`src/rtl/instruction_prefetch_buffer.sv`:
```
// Instruction prefetch queue: fetches sequential words into a DEPTH-entry {pc, instr} FIFO, redirected by taken branches.
// Optional macro BRANCH_BYPASS_EN: issue the branch target fetch in the branch cycle instead of a one-cycle bubble.
module instruction_prefetch_buffer #(
  parameter int unsigned DEPTH    = 4,
  parameter logic [31:0] RESET_PC = 32'h0000_0000
) (
  input  logic        clk,
  input  logic        reset,
  input  logic        isbranchtaken,
  input  logic [31:0] branchpc,
  output logic        imem_req,
  output logic [31:0] imem_addr,
  input  logic        imem_ack,
  input  logic [31:0] imem_rdata,
  output logic        if_valid,
  input  logic        if_ready,
  output logic [31:0] instruction,
  output logic [31:0] pc_current
);

  localparam int unsigned PW = $clog2(DEPTH);
  localparam int unsigned CW = PW + 1;
  localparam logic [CW-1:0] FULL = CW'(DEPTH);

  typedef enum logic [1:0] {FETCH, HOLD, REDIRECT} state_e;

  state_e        state_q, state_d;
  logic [31:0]   fetch_pc_q, fetch_pc_d;
  logic [PW-1:0] head_q, head_d, tail_q, tail_d;
  logic [CW-1:0] count_q, count_d;
  logic [31:0]   pc_mem  [DEPTH];
  logic [31:0]   ins_mem [DEPTH];
  logic          push, pop;
  logic [PW-1:0] wr_idx;
  logic [31:0]   push_pc;

  // Outputs are gated by reset so the request drops the moment reset is asserted.
  always_comb begin
    imem_req  = reset && (state_q == FETCH);
    imem_addr = fetch_pc_q;
`ifdef BRANCH_BYPASS_EN
    if (reset && isbranchtaken) begin
      imem_req  = 1'b1;
      imem_addr = branchpc;
    end
`endif
    if_valid    = (count_q != '0);
    instruction = if_valid ? ins_mem[head_q] : 32'd0;
    pc_current  = if_valid ? pc_mem[head_q]  : 32'd0;
  end

  always_comb begin
    state_d    = state_q;
    fetch_pc_d = fetch_pc_q;
    head_d     = head_q;
    tail_d     = tail_q;
    count_d    = count_q;
    push       = 1'b0;
    pop        = 1'b0;
    wr_idx     = tail_q;
    push_pc    = fetch_pc_q;
    if (isbranchtaken) begin
      // A branch flushes everything, including any response arriving this cycle.
      head_d     = '0;
      tail_d     = '0;
      count_d    = '0;
      fetch_pc_d = branchpc;
`ifdef BRANCH_BYPASS_EN
      state_d = FETCH;
      wr_idx  = '0;
      push_pc = branchpc;
      if (imem_ack) begin
        push       = 1'b1;
        tail_d     = PW'(1);
        count_d    = CW'(1);
        fetch_pc_d = branchpc + 32'd4;
      end
`else
      state_d = REDIRECT;
`endif
    end else begin
      pop  = if_valid && if_ready;
      push = (state_q == FETCH) && imem_ack;
      if (push) begin
        tail_d     = tail_q + PW'(1);
        fetch_pc_d = fetch_pc_q + 32'd4;
      end
      if (pop) begin
        head_d = head_q + PW'(1);
      end
      count_d = count_q + CW'(push) - CW'(pop);
      unique case (state_q)
        FETCH:    if (count_d == FULL) state_d = HOLD;
        HOLD:     if (count_d != FULL) state_d = FETCH;
        REDIRECT: state_d = FETCH;
        default:  state_d = FETCH;
      endcase
    end
  end

  always_ff @(posedge clk or negedge reset) begin
    if (!reset) begin
      state_q    <= FETCH;
      fetch_pc_q <= RESET_PC;
      head_q     <= '0;
      tail_q     <= '0;
      count_q    <= '0;
    end else begin
      state_q    <= state_d;
      fetch_pc_q <= fetch_pc_d;
      head_q     <= head_d;
      tail_q     <= tail_d;
      count_q    <= count_d;
    end
  end

  // Storage carries no reset; stale entries are never visible because count gates the head.
  always_ff @(posedge clk) begin
    if (push) begin
      pc_mem[wr_idx]  <= push_pc;
      ins_mem[wr_idx] <= imem_rdata;
    end
  end

endmodule

```
`config.mk`:
```
export PLATFORM = sky130hd
export DESIGN_NAME = instruction_prefetch_buffer
export DESIGN_NICKNAME = d
export VERILOG_FILES = /design/src/rtl/instruction_prefetch_buffer.sv
export SDC_FILE = /design/constraint.sdc
export NUM_CORES = 1
export LEC_CHECK = 0
export ABC_CLOCK_PERIOD_IN_PS = 9700
export CAP_MARGIN = 5
export CORE_ASPECT_RATIO = 1.2
export CORE_MARGIN = 2
export CORE_UTILIZATION = 59
export DETAILED_ROUTE_END_ITERATION = 7
export PLACE_DENSITY = 0.91
export SYNTH_ARGS = -nofsm -noshare
export SYNTH_HDL_FRONTEND = slang
export SYNTH_SLANG_ARGS = --single-unit
```
`constraint.sdc`:
```
create_clock -name clk -period 9.7 [get_ports clk]
set_clock_uncertainty 0.15 [all_clocks]
set_input_delay 0.97 -clock clk [delete_from_list [all_inputs] [get_ports clk]]
set_output_delay 0.97 -clock clk [all_outputs]
set_load 0.005 [all_outputs]
```
==> results of run 1 <==
==> worst max path at each step <==
| stage | startpoint | endpoint | slack, ns |
|---|---|---|---|
| after floorplan | imem_ack | ins_mem[0][0] | 5.82 |
| after CTS | head_q[0] | pc_current[13] | 5.16 |
| final | head_q[0] | pc_current[19] | 5.24 |
| after global routing | head_q[0] | pc_current[19] | 5.01 |
| after detailed placement | head_q[0] | pc_current[16] | 5.75 |
| after global placement | head_q[0] | pc_current[31] | 5.76 |
==> power by group <==
group	total (W)	switching (W)	leakage (nW)	internal (W)
Clock	0.00116	0.000450	0.504	0.000708
Combinational	0.000959	0.000374	1.57	0.000585
Sequential	0.00152	0.0000752	2.80	0.00145
Total	0.00364	0.000900	4.88	0.00274
==> through the flow <==
stage               area [um^2]  power [W]
global placement          13800    0.00249
finish                    14900    0.00364
global route              14900    0.00379
CTS                       14900    0.00367
floorplan                 12000    0.00200
detailed placement        13800    0.00251
==> final cells by class <==
class	count	area, um^2
multi-input combinational	316	3070
inverter	10	37.5
sequential	297	8720
clock buffer	33	781
fill	1164	5180
tap	265	332
timing repair buffer	170	1690
clock inverter	19	228
==> cells in the mapped netlist, drive strengths merged (2+ instances only) <==
cell type | number | share of area
dfrtp | 41 | 0.086
ha | 7 | 0.0073
nor4 | 5 | 0.0026
nand4 | 7 | 0.0042
buf | 10 | 0.0043
inv | 10 | 0.0031
xnor2 | 12 | 0.0088
nand2 | 21 | 0.0066
nor2b | 2 | 0.0010
or3 | 9 | 0.0047
o21ai | 17 | 0.0071
and2 | 71 | 0.037
mux4 | 64 | 0.12
nand3 | 13 | 0.0054
a31oi | 13 | 0.0068
nand4bb | 2 | 0.0019
o31a | 2 | 0.0015
edfxtp | 256 | 0.64
xor2 | 6 | 0.0044
mux2 | 3 | 0.0028
nor3 | 2 | 0.00084
mux2i | 2 | 0.0017
clkbuf | 25 | 0.0078
and4 | 2 | 0.0015
nor2 | 24 | 0.0075
o31ai | 10 | 0.0063
or4 | 13 | 0.0085
==> registers in the layout, indices dropped and copies added, names as in the netlist <==
signal     cells
ins_mem      128
pc_mem       128
imem_addr     32
count_q        3
head_q         2
state_q        2
tail_q         2
==> routing by layer <==
metal / share of wire / GRT usage / vias up
met5: 0 / 0 / -
met4: 0.020 / 0.0638 / 0
met3: 0.059 / 0.0346 / 38
met2: 0.52 / 0.388 / 264
met1: 0.40 / 0.325 / 3349
li1: - / - / 2925
==> kinds of logic (layout without fill, tap and decap cells) <==
group,after synthesis,in the layout,synth area share
flops,297,297,0.729
xor+xnor,18,18,0.0132
fa+ha+maj,8,8,0.00900
mux,69,69,0.125
simple gates,177,177,0.0860
compound gates,44,44,0.0229
buf+inv,45,232,0.0153
==> placed cells by master (no fill, tap or decap), types with 6 or more instances in the layout <==
cell type,n
inv_1,9
o21ai_0,17
edfxtp_1,256
clkinv_2,9
nor2_1,24
nand2_1,21
nand3_1,13
ha_1,7
clkdlybuf4s50_1,165
and2_1,67
dfrtp_1,39
xnor2_1,12
or3_1,8
a31oi_1,13
mux4_2,64
xor2_1,6
or4_1,12
clkbuf_16,29
nand4_1,6
o31ai_1,10
==> flow_summary.ini, run 1 <==
[routing]
vias = 6576
firstDrtPassIters = 7
drt-total-wl_um = 24500
post_drt_via_cell_ratio = 5.92
wl_per_cell_um = 22.0
drc_errors = 0
drt-initial-drc-count = 499
postRouteAntennaNets = 0

[critical_path]
path_cells = buf_4 > mux4_2 > and2_1 > clkdlybuf4s50_1
r2r_start = count_q[1]
critPathCaptureType = output port
worst_setup_path_start_kind = flip-flop
critical-path-top-delay-family = buffers and inverters
required_ns = 8.58
max_stage_delay_ns = 0.77
worst-setup-path-type = reg2out
crit_slowest_cell = buf_4
r2r_cells = 10
cp.arrival_ns = 3.34
r2r_slack_ns = 6.30
cp.depth = 4
crit_buf_inv = 2
path_max_fanout = 46
rr_endpoint = state_q[0]

[synth]
ys_warn_count = 0
syn-num-nets = 735
synth_cells = 658
synthArstFlopShare = 0.138
yosys.cell_types.count = 41
synth_ff_type = edfxtp_1
syn_area_per_cell_um2 = 18.2
synth_area_um2 = 12000
synth-seq-cells = 297
synth_edf_count = 256
synth.yosys.seq_area_share = 0.729

[global_route]
grt_pass1_vias = 6703
antenna_found_initial = 0
grt_pass1_wl_um = 38000
track_usage = 0.232
grt_max_degree = 68
grt-ovfl-total = 0

[sta]
rsz0062_at_grt = no
whs_ns = 0.354
final_max_slew_viol_count = 0
setup_ws_ns = 5.24
hold_viol_final = 0
relSlewSlack = 0.244
fin_crit_sh = 0.460
min_period_ns = 4.46
setup_viol = 0
fin_setup_tns_ns = 0
worstMarginPinSlew_ns = 1.13
fmax_mhz = 224

[die]
core-area_um2 = 20000
die_area_um2 = 21400
dieWidth_um = 134
rows = 57
die_y_um = 160
ios = 167
initial_utilization = 0.597

[placement]
place_congestion = 0.764
dp_slack_ns = 5.75
hpwlAfterDp_um = 14000
numPortBuffers = 166
dp_cells = 1058

[cts]
post_cts_buffers = 0
cts.sinks = 297
hold_buffers = 0
cts_made_buffers = 28
cts_resized = 0
clk_pin_slew_worst_paths_ns = 0.06
tritoncts = built
clk_path_buf_depth = 3
cts_root_buf = clkbuf_16
insertion_delay_ns = 0.53
htree_levels = 1

[finish]
syn_to_final_growth_pct = 24.2
diodes = 0
finish.net_count = 900
instances_no_fill = 1110
final_layout_size_suffix_gt1_frac = 0.159
utilization = 0.741

[power]
max-vdd-ir-drop_v = 0.000170
leakagePower_nw = 4.88
power_density_nw_per_um2 = 245

[flow_run]
cap_viol_max_count = 0

[worst_hold_path]
hp-class = in2async

[run_status]
outcome = complete, no violations
Note: power is estimated with default switching activity, not from simulation.
==> run 2, diff against run 1 <==
--- a/config.mk
+++ b/config.mk
@@ -5,13 +5,13 @@
 export SDC_FILE = /design/constraint.sdc
 export NUM_CORES = 1
 export LEC_CHECK = 0
-export ABC_CLOCK_PERIOD_IN_PS = 9700
+export ABC_CLOCK_PERIOD_IN_PS = 4500
 export CAP_MARGIN = 5
 export CORE_ASPECT_RATIO = 1.2
 export CORE_MARGIN = 2
-export CORE_UTILIZATION = 59
+export CORE_UTILIZATION = 55
 export DETAILED_ROUTE_END_ITERATION = 7
-export PLACE_DENSITY = 0.91
+export PLACE_DENSITY = 0.86
 export SYNTH_ARGS = -nofsm -noshare
 export SYNTH_HDL_FRONTEND = slang
 export SYNTH_SLANG_ARGS = --single-unit
==> constraint.sdc (replaced) <==
create_clock -name clk -period 4.5 [get_ports clk]
set_clock_uncertainty 0.15 [all_clocks]
set_input_delay 0.45 -clock clk [delete_from_list [all_inputs] [get_ports clk]]
set_output_delay 0.45 -clock clk [all_outputs]
set_load 0.005 [all_outputs]
==> run 2 against run 1 <==
Compared with the run above:
- final cell count up 0.63%
- routed wire length up 2.3%
- count of clock-buffer cells in the layout up 3
- die area up 7.1%
- combinational power up 120%
- sequential share of layout area up 0.33 points
- setup slack worse by 4.1 ns
- flip-flop and latch count unchanged
- clock power up 94%
- via count down 0.46%
- first-iteration DRC count down 8.4%
- critical endpoint is now pc_current[20]
- largest cell class unchanged
==> flow_summary.ini, run 2 (same netlist as run 1, synthesis figures left out) <==
[finish]
syn_to_final_growth_pct = 23.5
final_common_cell = edfxtp_1
diodes = 0
final_layout_size_suffix_gt1_frac = 0.146
finish.net_count = 900
finalInstanceArea_um2 = 14800
fill_cells = 1319
mostFrequentLayoutCells = edfxtp_1 (256), clkdlybuf4s50_1 (165), and2_1 (67)

[routing]
drc_errors = 0
wl_per_cell_um = 22.4
firstDrtPassIters = 5
postRouteAntennaNets = 0
vias = 6546
post_drt_via_cell_ratio = 5.86
drt-total-wl_um = 25000
drt-initial-drc-count = 457

[worst_hold_path]
hp-class = in2reg
min_from = branchpc[4]

[die]
dieWidth_um = 139
core-area_um2 = 21500
ios = 167
initial_utilization = 0.557
rows = 59
die_y_um = 166
die_area_um2 = 22900

[placement]
place_congestion = 0.764
numPortBuffers = 166
dpl_cell_area_um2 = 13900
dp_slack_ns = 1.24
hpwlAfterDp_um = 14800

[run_status]
outcome = complete, no violations

[global_route]
antenna_found_initial = 0
grt_pass1_vias = 6769
track_usage = 0.219
grt_pass1_wl_um = 38800
grt_max_degree = 68
grt-ovfl-total = 0

[sta]
fin_setup_tns_ns = 0
setup_viol = 0
hold_viol_final = 0
worstMarginPinSlew_ns = 0.962
rsz0062_at_grt = no
final_max_slew_viol_count = 0
setup_ws_ns = 1.09
fin_crit_sh = 0.757
fmax_mhz = 294
min_period_ns = 3.41
relSlewSlack = 0.359

[critical_path]
critPathCaptureType = output port
crit_slowest_cell = mux4_2
startpoint = head_q[0]
path_cells = buf_12 > mux4_2 > and2_1 > clkdlybuf4s50_1
crit_buf_inv = 2
required_ns = 3.90
r2r_start = count_q[1]
path_max_fanout = 57
worst-setup-path-type = reg2out
worst_setup_path_start_kind = flip-flop
cp.arrival_ns = 2.81
critical-path-top-delay-family = buffers and inverters
max_stage_delay_ns = 0.60

[cts]
cts_root_buf = clkbuf_16
tritoncts = built
htree_levels = 1
cts_resized = 0
clk_pin_slew_worst_paths_ns = 0.06
post_cts_buffers = 0
insertion_delay_ns = 0.52
cts_made_buffers = 26
cts.sinks = 297
clk_path_buf_depth = 3

[flow_run]
cap_viol_max_count = 0

[power]
switching_share = 0.251
pwr-share-comb = 0.278
p_seq_frac = 0.427
p_sw_w = 0.00192
max-vdd-ir-drop_v = 0.000443
p_int_w = 0.00572
leakagePower_nw = 4.82
clockPowerShare = 0.295
power_density_nw_per_um2 = 517
run 2: power groups by stage:
| stage | clock network (W) | registers, W | logic (W) |
|---|---|---|---|
| 2_1_floorplan | 0 | 0.00325 | 0.00107 |
| 3_5_place_dp | 0 | 0.00332 | 0.00214 |
| 5_1_grt | 0.00238 | 0.00328 | 0.00230 |
| 6_report | 0.00225 | 0.00326 | 0.00212 |
| 4_1_cts | 0.00228 | 0.00326 | 0.00217 |
| 3_3_place_gp | 0 | 0.00331 | 0.00212 |
run 2: per-layer routing:
layer / routed length, um / vias to the layer above / track usage
li1: - / 2924 / -
met1: 9890 / 3339 / 0.288
met2: 13400 / 256 / 0.394
met3: 1400 / 27 / 0.0317
met4: 380 / 0 / 0.0487
met5: 0 / - / 0
run 2: layout make-up:
type | instances | area (um^2) | share of cell area
clock buffer | 36 | 741 | 0.0501
clock inverter | 12 | 131 | 0.00889
inverter | 10 | 37.5 | 0.00254
multi-input combinational | 316 | 3070 | 0.208
sequential | 297 | 8720 | 0.590
tap | 274 | 343 | 0.0232
timing repair buffer | 172 | 1730 | 0.117
run 2: worst paths after layout:
check	slack (ns)	cells after the start	endpoint
worst max-delay path	1.09	4	pc_current[20]
max in group asynchronous	3.36	3	head_q[0]
worst min-delay path	0.34	3	imem_addr[4]
worst max register to register	1.43	11	state_q[0]
min in group asynchronous	0.38	3	imem_addr[4]
worst min register to register	0.42	0	pc_mem[0][0]
run 2: metrics by stage:
step / instances / util / hold slack [ns] / power, W
finish: 1117 / 0.688 / 0.339 / 0.00764
global placement: 1068 / 0.647 / 0.382 / 0.00543
floorplan: 658 / - / 0.00441 / 0.00432
global route: 1117 / 0.688 / 0.340 / 0.00796
detailed placement: 1068 / 0.647 / 0.382 / 0.00546
CTS: 1117 / 0.688 / 0.317 / 0.00772
run 2: what timing repair did:
action                                  in CTS  in global routing
endpoints found under the setup margin       0                  0
endpoints found under the hold margin       41                  0
hold buffers                                 1                  0
run 2: worst register-to-register path, cell delays in order, from the launching register on:
cell     delay, ns
dfrtp_1       0.41
or3_2         0.46
buf_4         0.33
and2_1        0.29
ha_1          0.29
inv_1         0.06
ha_1          0.13
inv_1         0.05
fa_1          0.37
xnor2_1       0.17
nor2_1        0.06
and3_1        0.18
